File: config.mk
export PLATFORM = sky130hd
export DESIGN_NAME = seq_chunk_adder
export DESIGN_NICKNAME = d
export VERILOG_FILES = /design/src/rtl/seq_adder_pkg.sv /design/src/rtl/seq_chunk_adder_chunk_add.sv /design/src/rtl/seq_chunk_adder.sv
export SDC_FILE = /design/constraint.sdc
export NUM_CORES = 1
export LEC_CHECK = 0
export ABC_AREA = 0
export BUFFER_PORTS_ARGS = -buffer_cell sky130_fd_sc_hd__buf_2
export CAP_MARGIN = 20
export CORE_MARGIN = 2
export CORE_UTILIZATION = 58
export DETAILED_ROUTE_END_ITERATION = 12
export GPL_ROUTABILITY_DRIVEN = 1
export PLACE_DENSITY_LB_ADDON = 0.15
export SLEW_MARGIN = 20
export SYNTH_ARGS = -nofsm -noshare
export SYNTH_HDL_FRONTEND = slang
export SYNTH_SLANG_ARGS = --single-unit
File: constraint.sdc
create_clock -name clk -period 7.5 [get_ports clk]
set_clock_uncertainty 0.2 [all_clocks]
set_input_delay 1.125 -clock clk [delete_from_list [all_inputs] [get_ports clk]]
set_output_delay 1.125 -clock clk [all_outputs]
set_load 0.005 [all_outputs]
File: src/rtl/seq_adder_pkg.sv
// Shared types and helpers for the chunked multi-cycle add/subtract unit.
package seq_adder_pkg;

    typedef enum logic [1:0] {
        IDLE = 2'd0,
        BUSY = 2'd1,
        DONE = 2'd2
    } adder_state_t;

    // A chunk counter needs at least one bit even when a single chunk covers the word.
    function automatic int ctr_width(input int nchunk);
        return (nchunk > 1) ? $clog2(nchunk) : 1;
    endfunction

endpackage

File: src/rtl/seq_chunk_adder_chunk_add.sv
// Combinational CHUNK-bit add slice; exposes carry into the top bit for overflow detection.
module chunk_add #(
    parameter int CHUNK = 8
) (
    input  logic [CHUNK-1:0] a,
    input  logic [CHUNK-1:0] b,
    input  logic             ci,
    output logic [CHUNK-1:0] s,
    output logic             co,
    output logic             c_msb
);

    logic [CHUNK:0] full;

    assign full  = {1'b0, a} + {1'b0, b} + {{CHUNK{1'b0}}, ci};
    assign s     = full[CHUNK-1:0];
    assign co    = full[CHUNK];
    // Carry into the MSB falls out of the sum bit: s = a ^ b ^ c_in at that position.
    assign c_msb = a[CHUNK-1] ^ b[CHUNK-1] ^ full[CHUNK-1];

endmodule

File: src/rtl/seq_chunk_adder.sv
// Multi-cycle WIDTH-bit add/subtract, CHUNK bits per clock LSB first, valid/ready on both sides.
//
// state | meaning
// IDLE  | in_ready high, waiting for an operand set
// BUSY  | one chunk added per cycle, carry held in a register
// DONE  | result held with out_valid high until out_ready
module seq_chunk_adder
    import seq_adder_pkg::*;
#(
    parameter int WIDTH = 32,
    parameter int CHUNK = 8
) (
    input  logic             clk,
    input  logic             rst,
    input  logic             in_valid,
    output logic             in_ready,
    input  logic [WIDTH-1:0] a,
    input  logic [WIDTH-1:0] b,
    input  logic             cin,
    input  logic             sub,
    output logic             out_valid,
    input  logic             out_ready,
    output logic [WIDTH-1:0] sum,
    output logic             cout,
    output logic             ovf
);

    localparam int NCHUNK = WIDTH / CHUNK;
    localparam int CTR_W  = ctr_width(NCHUNK);

    if ((CHUNK < 1) || (WIDTH % CHUNK != 0)) begin : g_width_check
        $fatal(1, "seq_chunk_adder: WIDTH (%0d) must be a positive multiple of CHUNK (%0d)",
               WIDTH, CHUNK);
    end

    adder_state_t     state_q, state_d;
    logic [CTR_W-1:0] ctr_q, ctr_d;
    logic [WIDTH-1:0] a_q, a_d;
    logic [WIDTH-1:0] b_q, b_d;
    logic [WIDTH-1:0] sum_q, sum_d;
    logic             carry_q, carry_d;
    logic             cout_q, cout_d;
    logic             ovf_q, ovf_d;
    logic             in_ready_q, in_ready_d;
    logic             out_valid_q, out_valid_d;

    logic [CHUNK-1:0] a_slice, b_slice, s_slice;
    logic             c_slice, c_msb_slice;
    logic             last_chunk;

    assign a_slice    = a_q[int'(ctr_q)*CHUNK +: CHUNK];
    assign b_slice    = b_q[int'(ctr_q)*CHUNK +: CHUNK];
    assign last_chunk = (int'(ctr_q) == NCHUNK - 1);

    chunk_add #(
        .CHUNK (CHUNK)
    ) u_chunk_add (
        .a     (a_slice),
        .b     (b_slice),
        .ci    (carry_q),
        .s     (s_slice),
        .co    (c_slice),
        .c_msb (c_msb_slice)
    );

    always_comb begin
        state_d     = state_q;
        ctr_d       = ctr_q;
        a_d         = a_q;
        b_d         = b_q;
        sum_d       = sum_q;
        carry_d     = carry_q;
        cout_d      = cout_q;
        ovf_d       = ovf_q;
        in_ready_d  = in_ready_q;
        out_valid_d = out_valid_q;

        case (state_q)
            IDLE: begin
                if (in_valid && in_ready_q) begin
                    // Subtraction as a + ~b + ~borrow; cout then reads 1 for "no borrow".
                    a_d        = a;
                    b_d        = sub ? ~b : b;
                    carry_d    = cin ^ sub;
                    ctr_d      = '0;
                    in_ready_d = 1'b0;
                    state_d    = BUSY;
                end
            end
            BUSY: begin
                sum_d[int'(ctr_q)*CHUNK +: CHUNK] = s_slice;
                carry_d = c_slice;
                if (last_chunk) begin
                    cout_d      = c_slice;
                    ovf_d       = c_slice ^ c_msb_slice;
                    ctr_d       = '0;
                    out_valid_d = 1'b1;
                    state_d     = DONE;
                end else begin
                    ctr_d = ctr_q + 1'b1;
                end
            end
            DONE: begin
                if (out_ready) begin
                    out_valid_d = 1'b0;
                    in_ready_d  = 1'b1;
                    state_d     = IDLE;
                end
            end
            default: begin
                out_valid_d = 1'b0;
                in_ready_d  = 1'b1;
                state_d     = IDLE;
            end
        endcase
    end

    always_ff @(posedge clk) begin
        if (rst) begin
            state_q     <= IDLE;
            ctr_q       <= '0;
            a_q         <= '0;
            b_q         <= '0;
            sum_q       <= '0;
            carry_q     <= 1'b0;
            cout_q      <= 1'b0;
            ovf_q       <= 1'b0;
            in_ready_q  <= 1'b1;
            out_valid_q <= 1'b0;
        end else begin
            state_q     <= state_d;
            ctr_q       <= ctr_d;
            a_q         <= a_d;
            b_q         <= b_d;
            sum_q       <= sum_d;
            carry_q     <= carry_d;
            cout_q      <= cout_d;
            ovf_q       <= ovf_d;
            in_ready_q  <= in_ready_d;
            out_valid_q <= out_valid_d;
        end
    end

    assign in_ready  = in_ready_q;
    assign out_valid = out_valid_q;
    assign sum       = sum_q;
    assign cout      = cout_q;
    assign ovf       = ovf_q;

endmodule

==> flow_metrics.py <==
metrics = {
    "clock_network": {
        "insertion_delay_ns": 0.36,
        "path_clk_slew_ns": 0.10,
        "cts_sinks": 105,
        "cts_tree": "yes",
        "post_cts_buffers": 0,
        "hold_buffers": 0,
        "cts_buffers": 9,
        "clockBufferDepth": 2,
        "root_buffer": "clkbuf_8",
        "h-tree-depth": 3,
        "cts_resized": 0,
    },
    "timing": {
        "worstMarginPinSlew_ns": 1.08,
        "period_needed_ns": 3.51,
        "slew_viol_final": 0,
        "fin_crit_sh_pct": 46.8,
        "rsz0062_at_grt": "no",
        "fmax_mhz": 285,
        "tns_ns": 0,
        "relSlewSlack_pct": 28.1,
        "setup_viol": 0,
        "hold_viol": 0,
    },
    "yosys": {
        "synthDistinctLibCells": 37,
        "yosys_warnings": 0,
        "syn-cell-area_um2": 4740,
        "synth_cells": 510,
        "synth_top_area_share_pct": 44.4,
        "synth_nets": 595,
        "yosysMostFrequentCell": "dfxtp_1",
        "yosysTopAreaCell": "dfxtp_1",
        "ys.flop_type": "dfxtp_1",
        "synth_common_cells": "dfxtp_1, nand2_1, nor2_1",
        "synth-edff-count": 0,
        "synth_area_leaders": "dfxtp_1, mux4_2, xnor2_1",
        "ys_ff_latch": 105,
        "ys_seq_area_share_pct": 44.4,
        "synth.avg_cell_area_um2": 9.29,
        "async_flop_share_pct": 0,
    },
    "placed_design": {
        "gp_congestion": 0.791,
        "place_hpwl_mm": 7.21,
        "placed_cells": 682,
        "port_buffers": 105,
    },
    "worst_setup_path": {
        "worstPathMaxFanout": 21,
        "slowest_delay_ns": 0.70,
        "crit_path_start_kind": "flip-flop",
        "timing.rr.start": "ctr_q[1]",
        "r2r_end": "ovf",
        "crit_end": "ovf",
        "endpoint_kind": "flip-flop",
        "slowest_stage": "dfxtp_2",
        "crit_chain": "mux4_2 -> fa_1 -> fa_1 -> a211oi_1 -> o211ai_1 -> a21oi_2 -> xnor2_1 -> a311oi_1",
        "r2r_setup_slack_ns": 3.99,
        "worstSetupPathType": "reg2reg",
        "cp_common_cell": "fa_1",
        "r2r_cells": 8,
        "arrival_ns": 3.57,
        "startpoint": "ctr_q[1]",
        "worst-endpoint-required_ns": 7.56,
    },
    "global_routing": {
        "grt_max_degree": 114,
        "overflow": 0,
        "first_global_vias": 3705,
        "antenna_found_initial": 0,
        "track_usage_pct": 24.3,
        "grt_pass1_wl_mm": 17.2,
    },
    "final_layout": {
        "final_nets": 676,
        "final_cells": 697,
        "area_growth_pct": 15.4,
        "insertedDiodeCount": 0,
        "drive_gt1_share_pct": 25.0,
        "fillers": 619,
    },
    "floorplanning": {
        "rows": 32,
        "die-area_um2": 8910,
        "ios": 106,
        "coreArea_um2": 7810,
        "die_w_um": 94.4,
        "start_util_pct": 60.7,
        "die_h_um": 94.4,
    },
    "routing": {
        "num_vias": 3865,
        "vias_per_cell": 5.55,
        "drc": 0,
        "drt_iter0_drc": 201,
        "post_drt_wl_per_cell_um": 14.6,
        "dr.pass1.iters": 5,
        "drt-total-wl_mm": 10.2,
        "antenna_left": 0,
    },
    "power_and_ir_drop": {
        "power_density_nw_per_um2": 213,
        "totalPowerFinal_mw": 1.16,
        "leakagePower_nw": 2.19,
        "peakVddDrop_mv": 0.137,
    },
    "run": {
        "cap_violations": 0,
    },
    "status": {
        "outcome": "complete, no violations",
    },
    "min_path": {
        "hold_start": "a_q[11]",
        "min_path_type": "reg2reg",
    },
}
-- per-stage QoR --
step	hold slack (ns)	util, %	instance area (um2)	worst slack [ns]
floorplan	0.233	-	4740	4.15
global placement	0.241	67.4	5260	3.76
detailed placement	0.248	67.4	5270	3.65
CTS	0.263	70.0	5470	3.62
global route	0.281	70.1	5470	3.68
finish	0.259	70.1	5470	3.99
-- how the worst min path moves through the flow --
stage | end | slack (ns) | cells after the start
floorplan | a_q[16] | 0.23 | 2
CTS | a_q[11] | 0.26 | 2
detailed placement | a_q[11] | 0.25 | 2
global placement | a_q[12] | 0.24 | 2
finish | a_q[11] | 0.26 | 2
global route | a_q[12] | 0.28 | 2
-- flip-flops by register name, indices dropped and copies added, names as in the netlist --
name	flops
carry_q	1
in_ready	1
ovf	1
out_valid	1
b_q	32
a_q	32
state_q	2
sum	32
ctr_q	2
cout	1
-- area by class of cell --
class | instances | area [um2] | share of cell area [%]
clock inverters | 6 | 77.6 | 1.42
repair buffers | 107 | 543 | 9.93
flip-flops and latches | 105 | 2100 | 38.4
multi-input cells | 365 | 2480 | 45.4
inverters | 3 | 11.3 | 0.206
clock buffers | 9 | 124 | 2.26
well taps | 102 | 128 | 2.33
-- layout by cell type (no fill, tap or decap), types with 4 or more instances in the layout --
master | synthesis | final
clkbuf_8 | 0 | 9
nand2b_1 | 4 | 4
dfxtp_1 | 105 | 104
mux4_2 | 16 | 16
ha_1 | 13 | 13
a211oi_1 | 33 | 33
xor2_1 | 6 | 6
nand4_1 | 4 | 4
xnor2_1 | 34 | 34
buf_2 | 10 | 104
nand3b_1 | 8 | 8
nand2_1 | 74 | 74
a21oi_1 | 44 | 44
o31ai_1 | 8 | 8
a22oi_1 | 25 | 25
nor2_1 | 64 | 64
-- layer usage --
metal  share of wire [%]  vias to the layer above  global-route usage, %
met5                   0                        -                      0
met2                  49                      127                   41.1
li1                    -                     1949                      -
met4                 1.6                        0                   8.57
met3                 5.5                       16                   3.59
met1                  44                     1773                   31.9
-- logic make-up (layout without fill, tap and decap cells) --
group	count (synthesis)	in the layout	synth area share, %
AO/OA/AOI/OAI	121	121	16.8
XOR/XNOR	40	40	7.39
AND/OR/NAND/NOR	172	172	15.8
adder cells (fa/ha/maj)	15	15	4.28
buffers and inverters	40	125	3.51
flip-flops	105	105	44.4
multiplexers	17	17	7.84
-- power by group --
group	leakage [nW]	switching (mW)	total, mW	internal [mW]
sequential	0.858	0.0206	0.610	0.589
clock	0.0993	0.200	0.358	0.158
combinational	1.23	0.112	0.195	0.0832
-- worst max-delay path: cells and delay by family (launching register included) --
| kind | cells | cell delay, ns |
|---|---|---|
| muxes | 1 | 0.59 |
| adders and majority gates | 2 | 0.87 |
| xor gates and xnor gates | 1 | 0.08 |
| DFF | 1 | 0.70 |
| AOI/OAI and AO/OA | 4 | 0.96 |
Note: power is estimated with default switching activity, not from simulation.
